$ cat config.mk
export PLATFORM = sky130hd
export DESIGN_NAME = fir_tdm_mac_engine
export DESIGN_NICKNAME = d
export VERILOG_FILES = /design/src/rtl/fir_tdm_mac_engine.sv
export SDC_FILE = /design/constraint.sdc
export NUM_CORES = 2
export LEC_CHECK = 0
export BUFFER_PORTS_ARGS = -buffer_cell sky130_fd_sc_hd__buf_2
export CAP_MARGIN = 20
export CORE_MARGIN = 2
export CORE_UTILIZATION = 69
export DETAILED_ROUTE_END_ITERATION = 16
export GPL_TIMING_DRIVEN = 0
export PLACE_DENSITY = 0.87
export REMOVE_ABC_BUFFERS = 1
export SETUP_SLACK_MARGIN = 0.02
export SYNTH_ARGS = -nofsm -noshare
export SYNTH_HDL_FRONTEND = slang
export SYNTH_SLANG_ARGS = --single-unit
$ cat constraint.sdc
create_clock -name iClk12M -period 51.2 [get_ports iClk12M]
set_input_delay 7.68 -clock iClk12M [delete_from_list [all_inputs] [get_ports iClk12M]]
set_output_delay 7.68 -clock iClk12M [all_outputs]
set_load 0.1 [all_outputs]
$ cat src/rtl/fir_tdm_mac_engine.sv
// Time-multiplexed FIR, NUM_MAC taps per clock; oFirOut lands ceil(N/NUM_MAC)+1 clocks after an accepted strobe.
// No backpressure: strobes while busy or during coefficient writes are dropped and flagged on oOverrun; FIR_OUT_SAT_EN selects clamp vs wrap.
module fir_tdm_mac_engine #(
  parameter int IN_W      = 3,
  parameter int COEF_W    = 16,
  parameter int OUT_W     = 16,
  parameter int MAX_TAPS  = 40,
  parameter int NUM_MAC   = 4,
  parameter int ADDR_W    = 6,
  parameter int OUT_SHIFT = 0
) (
  input  logic                     iClk12M,
  input  logic                     iRst,
  input  logic                     iEnSample600k,
  input  logic                     iCoeffUpdateFlag,
  input  logic [ADDR_W-1:0]        iAddrRam,
  input  logic signed [COEF_W-1:0] iWrDtRam,
  input  logic [ADDR_W-1:0]        iNumOfCoeff,
  input  logic signed [IN_W-1:0]   iFirIn,
  output logic signed [OUT_W-1:0]  oFirOut,
  output logic                     oValid,
  output logic                     oBusy,
  output logic                     oOverrun
);

  localparam int ACC_W  = IN_W + COEF_W + $clog2(MAX_TAPS) + 1;
  localparam int PROD_W = IN_W + COEF_W;
  localparam int BASE_W = ADDR_W + $clog2(NUM_MAC) + 1;

  typedef enum logic [1:0] {S_IDLE, S_MAC, S_DONE} state_t;

  state_t                   state_q, state_d;
  logic signed [COEF_W-1:0] coeff_q [MAX_TAPS];
  logic signed [COEF_W-1:0] coeff_d [MAX_TAPS];
  logic signed [IN_W-1:0]   x_q [MAX_TAPS];
  logic signed [IN_W-1:0]   x_d [MAX_TAPS];
  logic [ADDR_W-1:0]        nq_q, nq_d;
  logic [BASE_W-1:0]        base_q, base_d;
  logic signed [ACC_W-1:0]  acc_q, acc_d;
  logic signed [OUT_W-1:0]  out_q, out_d;
  logic                     valid_q, valid_d;
  logic                     ovr_q, ovr_d;

  logic signed [PROD_W-1:0] prod;
  logic signed [ACC_W-1:0]  grp_sum;
  logic signed [ACC_W-1:0]  shifted;
  logic signed [OUT_W-1:0]  out_fmt;
  logic [ADDR_W-1:0]        idx;

`ifdef FIR_OUT_SAT_EN
  localparam logic signed [ACC_W-1:0] SAT_MAX = ACC_W'((64'sd1 <<< (OUT_W-1)) - 64'sd1);
  localparam logic signed [ACC_W-1:0] SAT_MIN = ~SAT_MAX;
`endif

  always_comb begin
    state_d = state_q;
    coeff_d = coeff_q;
    x_d     = x_q;
    nq_d    = nq_q;
    base_d  = base_q;
    acc_d   = acc_q;
    out_d   = out_q;
    valid_d = 1'b0;
    ovr_d   = 1'b0;
    grp_sum = '0;
    prod    = '0;
    idx     = '0;

    shifted = acc_q >>> OUT_SHIFT;
`ifdef FIR_OUT_SAT_EN
    if (shifted > SAT_MAX)      out_fmt = OUT_W'(SAT_MAX);
    else if (shifted < SAT_MIN) out_fmt = OUT_W'(SAT_MIN);
    else                        out_fmt = OUT_W'(shifted);
`else
    out_fmt = OUT_W'(shifted);
`endif

    if (iCoeffUpdateFlag && (int'(iAddrRam) < MAX_TAPS))
      coeff_d[iAddrRam] = iWrDtRam;

    // Lanes past the latched tap count are masked, so RAM beyond N is never read.
    for (int j = 0; j < NUM_MAC; j++) begin
      if (int'(base_q) + j < int'(nq_q)) begin
        idx     = ADDR_W'(int'(base_q) + j);
        prod    = coeff_q[idx] * x_q[idx];
        grp_sum = grp_sum + ACC_W'(prod);
      end
    end

    case (state_q)
      S_IDLE: begin
        if (iEnSample600k) begin
          if (iCoeffUpdateFlag) begin
            ovr_d = 1'b1;
          end else begin
            x_d[0] = iFirIn;
            for (int k = 1; k < MAX_TAPS; k++) x_d[k] = x_q[k-1];
            nq_d    = (int'(iNumOfCoeff) > MAX_TAPS) ? ADDR_W'(MAX_TAPS) : iNumOfCoeff;
            base_d  = '0;
            acc_d   = '0;
            state_d = (nq_d == '0) ? S_DONE : S_MAC;
          end
        end
      end
      S_MAC: begin
        ovr_d  = iEnSample600k;
        acc_d  = acc_q + grp_sum;
        base_d = base_q + BASE_W'(NUM_MAC);
        if (int'(base_q) + NUM_MAC >= int'(nq_q)) state_d = S_DONE;
        if (iCoeffUpdateFlag) state_d = S_IDLE;
      end
      S_DONE: begin
        ovr_d   = iEnSample600k;
        state_d = S_IDLE;
        if (!iCoeffUpdateFlag) begin
          out_d   = out_fmt;
          valid_d = 1'b1;
        end
      end
      default: state_d = S_IDLE;
    endcase
  end

  always_ff @(posedge iClk12M or posedge iRst) begin
    if (iRst) begin
      state_q <= S_IDLE;
      for (int i = 0; i < MAX_TAPS; i++) begin
        coeff_q[i] <= '0;
        x_q[i]     <= '0;
      end
      nq_q    <= '0;
      base_q  <= '0;
      acc_q   <= '0;
      out_q   <= '0;
      valid_q <= 1'b0;
      ovr_q   <= 1'b0;
    end else begin
      state_q <= state_d;
      coeff_q <= coeff_d;
      x_q     <= x_d;
      nq_q    <= nq_d;
      base_q  <= base_d;
      acc_q   <= acc_d;
      out_q   <= out_d;
      valid_q <= valid_d;
      ovr_q   <= ovr_d;
    end
  end

  assign oFirOut  = out_q;
  assign oValid   = valid_q;
  assign oOverrun = ovr_q;
  assign oBusy    = (state_q != S_IDLE);

endmodule

* Word-level counts from Yosys, hierarchy flattened *
Index checks and enable logic that the tools add are counted.

storage, ports and cells
  flip-flop bits (word level) = 821
  bits of input ports = 35
  output and inout port bits = 19
  logic and storage cells = 184

cells by class
  $add $sub $neg = 9
  multipliers = 4
  order comparisons = 13
  equal/unequal tests = 5
  muxes and demuxes = 49
  bitwise logic cells = 6
  reductions and logical operators = 11

operator list
  operator                number
  $bwmux W640             1
  $bmux W16 S6            4
  $mux W26                6
  $mux W16                9
  $demux W16 S6           1
  $lt A32 B7 Y1           3
  $add A26 B19 Y26        3
  $mul A16 B3 Y19         4
  $bmux W3 S6             4
  $pmux W26 S2            1
  $ge A7 B7 Y1 const B    5
  $not A6 Y7              5
  $add A26 B26 Y26        1
  $mux W3                 8
  $add A9 B2 Y10 const B  2
  $mux W9                 2
  $pmux W9 S2             1
  $add A9 B1 Y10 const B  1
  $add A9 B3 Y10 const B  1
  $ge A10 B6 Y1           1
  $mux W2                 5
  $add A9 B3 Y9 const B   1
  $lt A9 B6 Y1            1
  $reduce_and A3 Y1       3
  18 further kinds        24

* Logic depth before layout (Yosys ltp) *
  depth after elaboration = 14
  mapped depth = 60
  mapped depth without buffers = 52

* Worst setup path before layout *
Ideal clock, no wire load.

  kind = register to register
  start point = register base_q[2]
  end point = register acc_q[14]
  library setup time = 0.122 ns
  arrival time = 11.695 ns
  data required time = 51.078 ns
  setup slack = 39.383 ns
  cell stages (with the launch flop) = 55
  buffers on the path = 8
  clock period less this slack = 11.817 ns
  cells stage by stage = dfrtp_1 buf_6 buf_8 buf_12 buf_6 buf_6 buf_2 buf_4 buf_2 mux4_2 mux2i_1 o22ai_1 nand2_1 fa_1 fa_1 inv_1 ha_1 inv_1 [... 19 more ...] xnor2_1 nor2_1 a21oi_1 fa_1 ha_1 ha_1 and3_1 a21oi_1 o31ai_1 or2_2 xor2_1 mux2_2 ha_1 or2_2 a21oi_1 a211oi_1 or3_1 a32o_1

on the way
  cells in the longest elaborated chain, start to end = 14
  elaborated cells on any way between the ends = 48
  classes of those cells = 7 x add/sub; 4 x mul; 4 x order compare; 29 x mux; 4 x bitwise

RTL lines
  what                                                       line    source
  start: declaration                                         38      logic [BASE_W-1:0] base_q, base_d;
  start signal: assignment                                   142     base_q <= base_d;
  $add A9 B1 Y10 or $not A6 Y7 (tied branches)               84, 85
  $not A6 Y7 (implied by the code) (tied with other cells)   85      prod = coeff_q[idx] * x_q[idx];
  $bmux W16 S6 (tied with other cells)                       85
  $mux W16 (implied by the code) or $mux W3 (tied branches)  85
  $mux W16 (implied by the code) (tied with other cells)     85
  $mul A16 B3 Y19 or $mux W26 (tied branches)                85, 83
  $add A26 B19 Y26                                           86      grp_sum = grp_sum + ACC_W'(prod);
  $mux W26                                                   83      if (int'(base_q) + j < int'(nq_q)) begin
  $add A26 B19 Y26                                           86
  $mux W26                                                   83
  $add A26 B19 Y26                                           86
  $mux W26 *                                                 83
  $add A26 B26 Y26 *                                         107     acc_d = acc_q + grp_sum;
  $pmux W26 S2 *                                             90      case (state_q)
  end signal: assignment                                     133     acc_q <= '0;
  end signal: assignment                                     143     acc_q <= acc_d;
  end: declaration                                           39      logic signed [ACC_W-1:0] acc_q, acc_d;

Mark *: on every way between the ends. The rest lies on a longest branch, timed or not. The select of a mux whose other input is x is not followed.
A chain may end at the register's enable or synchronous reset.

* Worst setup path after layout *
Ends and elaborated chain as after synthesis.

==> run_results.csv <==
group,metric,value,unit
hold_path,holdPathStages,1,
floorplanning,boundaryPins,54,
timing,final_cycle_utilization_of_the_critical_path,25.3,%
yosys,synthArstFlopShare,100,%
route,route.final.wire_length,107000,microns
global_routing,grt_antenna_before_repair,4,
global_routing,use_met2,55.3,%
setup_path,critical_path_arrival,13470,ps
floorplanning,floorplan.die.width,256,microns
timing,fmaxAchievable,0.0772,GHz
setup_path,critPathLaunchType,"register",
route,drt-vias-per-instance,6.64,
setup_path,timing.critical_path.to_type,"register",
yosys,netlist_top_cells_area,"dfrtp_1 46%, mux2_2 20%, mux4_2 7.8%, fa_1 4.4%, ha_1 4.3%",
place,total_of_buffers_placed_on_input_and_output_ports,53,
clocking,post_cts_resize_count,0,
floorplanning,placementRows,92,
global_routing,grt_util_all_layers,33.3,%
floorplanning,floorplan_core_area,63000,sq um
yosys,synthDistinctLibCells,64,
timing,totalNegativeSetupSlack,0,ps
clocking,cts-buffers-inserted,82,
clocking,clock_sinks,809,
timing,worst-slew-pin-transition,1080,ps
yosys,post-synth-top-area-fraction,46.1,%
setup_path,crit_required,51710,ps
hold_path,holdCritStartpoint,"coeff_q[213]",
global_routing,grt_first_pass_wirelength,170000,microns
run_status,run_status,"complete, no violations",
yosys,synth_area_per_cell,13.3,sq um
layout,multi_input_comb_area,22200,sq um
setup_path,crit_type,"reg2reg",
timing,rsz_0062_raised_after_global_routing,"false",
route,drt_pass1_iterations,5,
setup_path,setup.reg_to_reg.worst_slack,38240,ps
run,timing.max_cap.violations,0,
setup_path,regToRegStartpoint,"base_q[2]",
timing,fin_skew,18.7,ps
timing,final_worst_path_period_need,12960,ps
yosys,yosys.cell_count.top_type,"dfrtp_1",
setup_path,critPathSlowestCell,"dfrtp_4",
yosys,post-synth-top-area-cell,"dfrtp_1",
yosys,mappedNetlistArea,43900,sq um
route,postRouteAntennaNets,0,
clocking,post-cts-setup-buffers,0,
timing,final-hold-violation-count,0,
route,detailroute.via_count,27700,
hold_path,hold_class,"reg2reg",
global_routing,first_global_vias,30300,
yosys,synth.yosys.warnings,0,
clocking,clock_tree_from_tritoncts,"yes",
yosys,synth_enable_flop_cells,0,
clocking,clk_path_buf_depth,3,
yosys,yosys_register_bits,809,
setup_path,critical_path.most_common_cell,"ha_1",
timing,report.final.slew_viol_count,0,
layout,syn_to_final_growth,9.61,%
setup_path,critPathBufInv,3,
global_routing,grt.met1_usage,42.9,%
route,drc_errors,0,
place,detailed_place_hpwl,68000,microns
clocking,path_clk_slew,60,ps
yosys,proportion_of_synthesized_chip_area_in_sequential_cells,46.1,%
global_routing,maximum_number_of_pins_on_one_net_before_global_route_repair,149,
timing,final-setup-viol-count,0,
layout,post_route_cells_drive_above_1_share,36.8,%
setup_path,worst_path_largest_cell_delay,770,ps
clocking,clock_insertion_delay_at_the_later_pin_of_the_skew_report,640,ps
layout,layout.nets,3541,
setup_path,regToRegEndpoint,"acc_q[14]",
yosys,synthCells,3306,
setup_path,r2r_cells,43,
floorplanning,floorplan.die_area,65600,sq um
yosys,synth-main-ff-cell,"dfrtp_1",
clocking,clock_tree.root_cell,"clkbuf_16",
place,final_weighted_congestion_in_routability_driven_placement,0.905,
setup_path,timing.critical_path.fanout_max,50,
hold_path,hold_end,"coeff_q[213]",
timing,tightest_slew_margin_relative_to_the_limit,27.6,%
route,detail_route.wl_per_cell,25.7,microns
setup_path,timing.critical_path.max_delay_family,"adder cells",
layout,num-fill-cells,3511,
floorplanning,start_util,69.7,%
global_routing,grt_use_met3,6.62,%
layout,register_area,20300,sq um
clocking,ctsHoldBuffers,0,
route,number_of_design_rule_violations_left_by_the_first_detailed_router_iteration,2395,
clocking,htreeDepth,3,
floorplanning,chipHeight,256,microns
global_routing,busiest_layer,"met2",
global_routing,globalRoute.totalOverflow,0,
yosys,synth_common_cells,"809 x dfrtp_1, 792 x mux2_2, 180 x nand2_1",
==> worst max path at each step <==
| stage | end | slack [ps] | cells after the start | startpoint |
|---|---|---|---|---|
| 6_report | acc_q[14] | 38240 | 43 | base_q[2] |
| 4_1_cts | acc_q[14] | 38200 | 43 | base_q[2] |
| 3_3_place_gp | coeff_q[281] | 15260 | 2 | iRst |
| 2_1_floorplan | acc_q[0] | 20800 | 1 | iRst |
| 5_1_grt | acc_q[14] | 37600 | 43 | base_q[2] |
| 3_5_place_dp | acc_q[14] | 38310 | 43 | base_q[2] |
==> per-layer routing <==
metal | share of wire (%) | wire, microns
met1 | 39 | 41700
met2 | 50 | 53400
met3 | 7.2 | 7690
met5 | 0.037 | 40
met4 | 4.2 | 4480
==> state kept, by name (all words and copies together) (netlist names) <==
register	count
coeff_q	640
x_q	120
acc_q	16
oFirOut	16
base_q	7
nq_q	6
state_q	2
oOverrun	1
oValid	1
==> kinds of logic after synthesis <==
| kind of cell | after synthesis | share of synthesized area [%] |
|---|---|---|
| muxes | 1091 | 31.5 |
| DFF | 809 | 46.1 |
| and+or+nand+nor | 424 | 4.38 |
| buffers and inverters | 373 | 3.48 |
| AOI/OAI and AO/OA | 280 | 4.18 |
| adders and majority gates | 247 | 8.70 |
| xor gates and xnor gates | 82 | 1.67 |
==> area by class of cell <==
| class | instances | share of cell area, % |
|---|---|---|
| timing repair buffer | 97 | 2.37 |
| multi-input combinational | 2124 | 46.1 |
| clock inverter | 31 | 1.06 |
| clock buffer | 117 | 5.00 |
| tap | 846 | 2.20 |
| sequential | 809 | 42.1 |
| antenna | 1 | 0.00520 |
| inverter | 145 | 1.15 |
==> cell usage in the layout, fill, tap and decap left out, drive strengths merged, types with 3 or more instances in the layout <==
master,synthesis,routed
buf,51,97
o21bai,17,17
clkinv,0,15
a21oi,58,58
nor2,106,106
fa,97,97
a21boi,6,6
nor3b,5,5
a211o,4,4
nand4,4,4
o21ai,52,52
nand2,180,180
nand3,9,9
bufinv,0,13
nor3,20,20
mux2i,147,147
a22o,10,10
o41ai,4,4
o22ai,58,58
a21o,14,14
inv,145,147
dfrtp,809,809
o22a,14,14
o21a,18,18
clkbuf,177,117
and3,5,5
or3,6,6
nand2b,44,44
nand3b,3,3
and2,10,10
or2,10,10
a211oi,3,3
xnor2,58,58
mux2,792,792
ha,150,150
o31ai,7,7
xor2,23,23
mux4,152,152
nor2b,18,18
==> per-stage QoR <==
step | std cells | worst slack (ps) | area [sq um] | utilization (%) | hold WS, ps
after CTS | 4169 | 38200 | 48100 | 76.4 | 500
final | 4170 | 38240 | 48100 | 76.4 | 499
after floorplan | 3078 | 20800 | 42900 | - | 450
after global placement | 3977 | 15260 | 44200 | 70.3 | 474
after global routing | 4169 | 37600 | 48100 | 76.4 | 508
after detailed placement | 4021 | 38310 | 45200 | 71.8 | 487
Power is not shown: default switching activity piles up to over one toggle a cycle in this logic, so the estimate is an artifact.
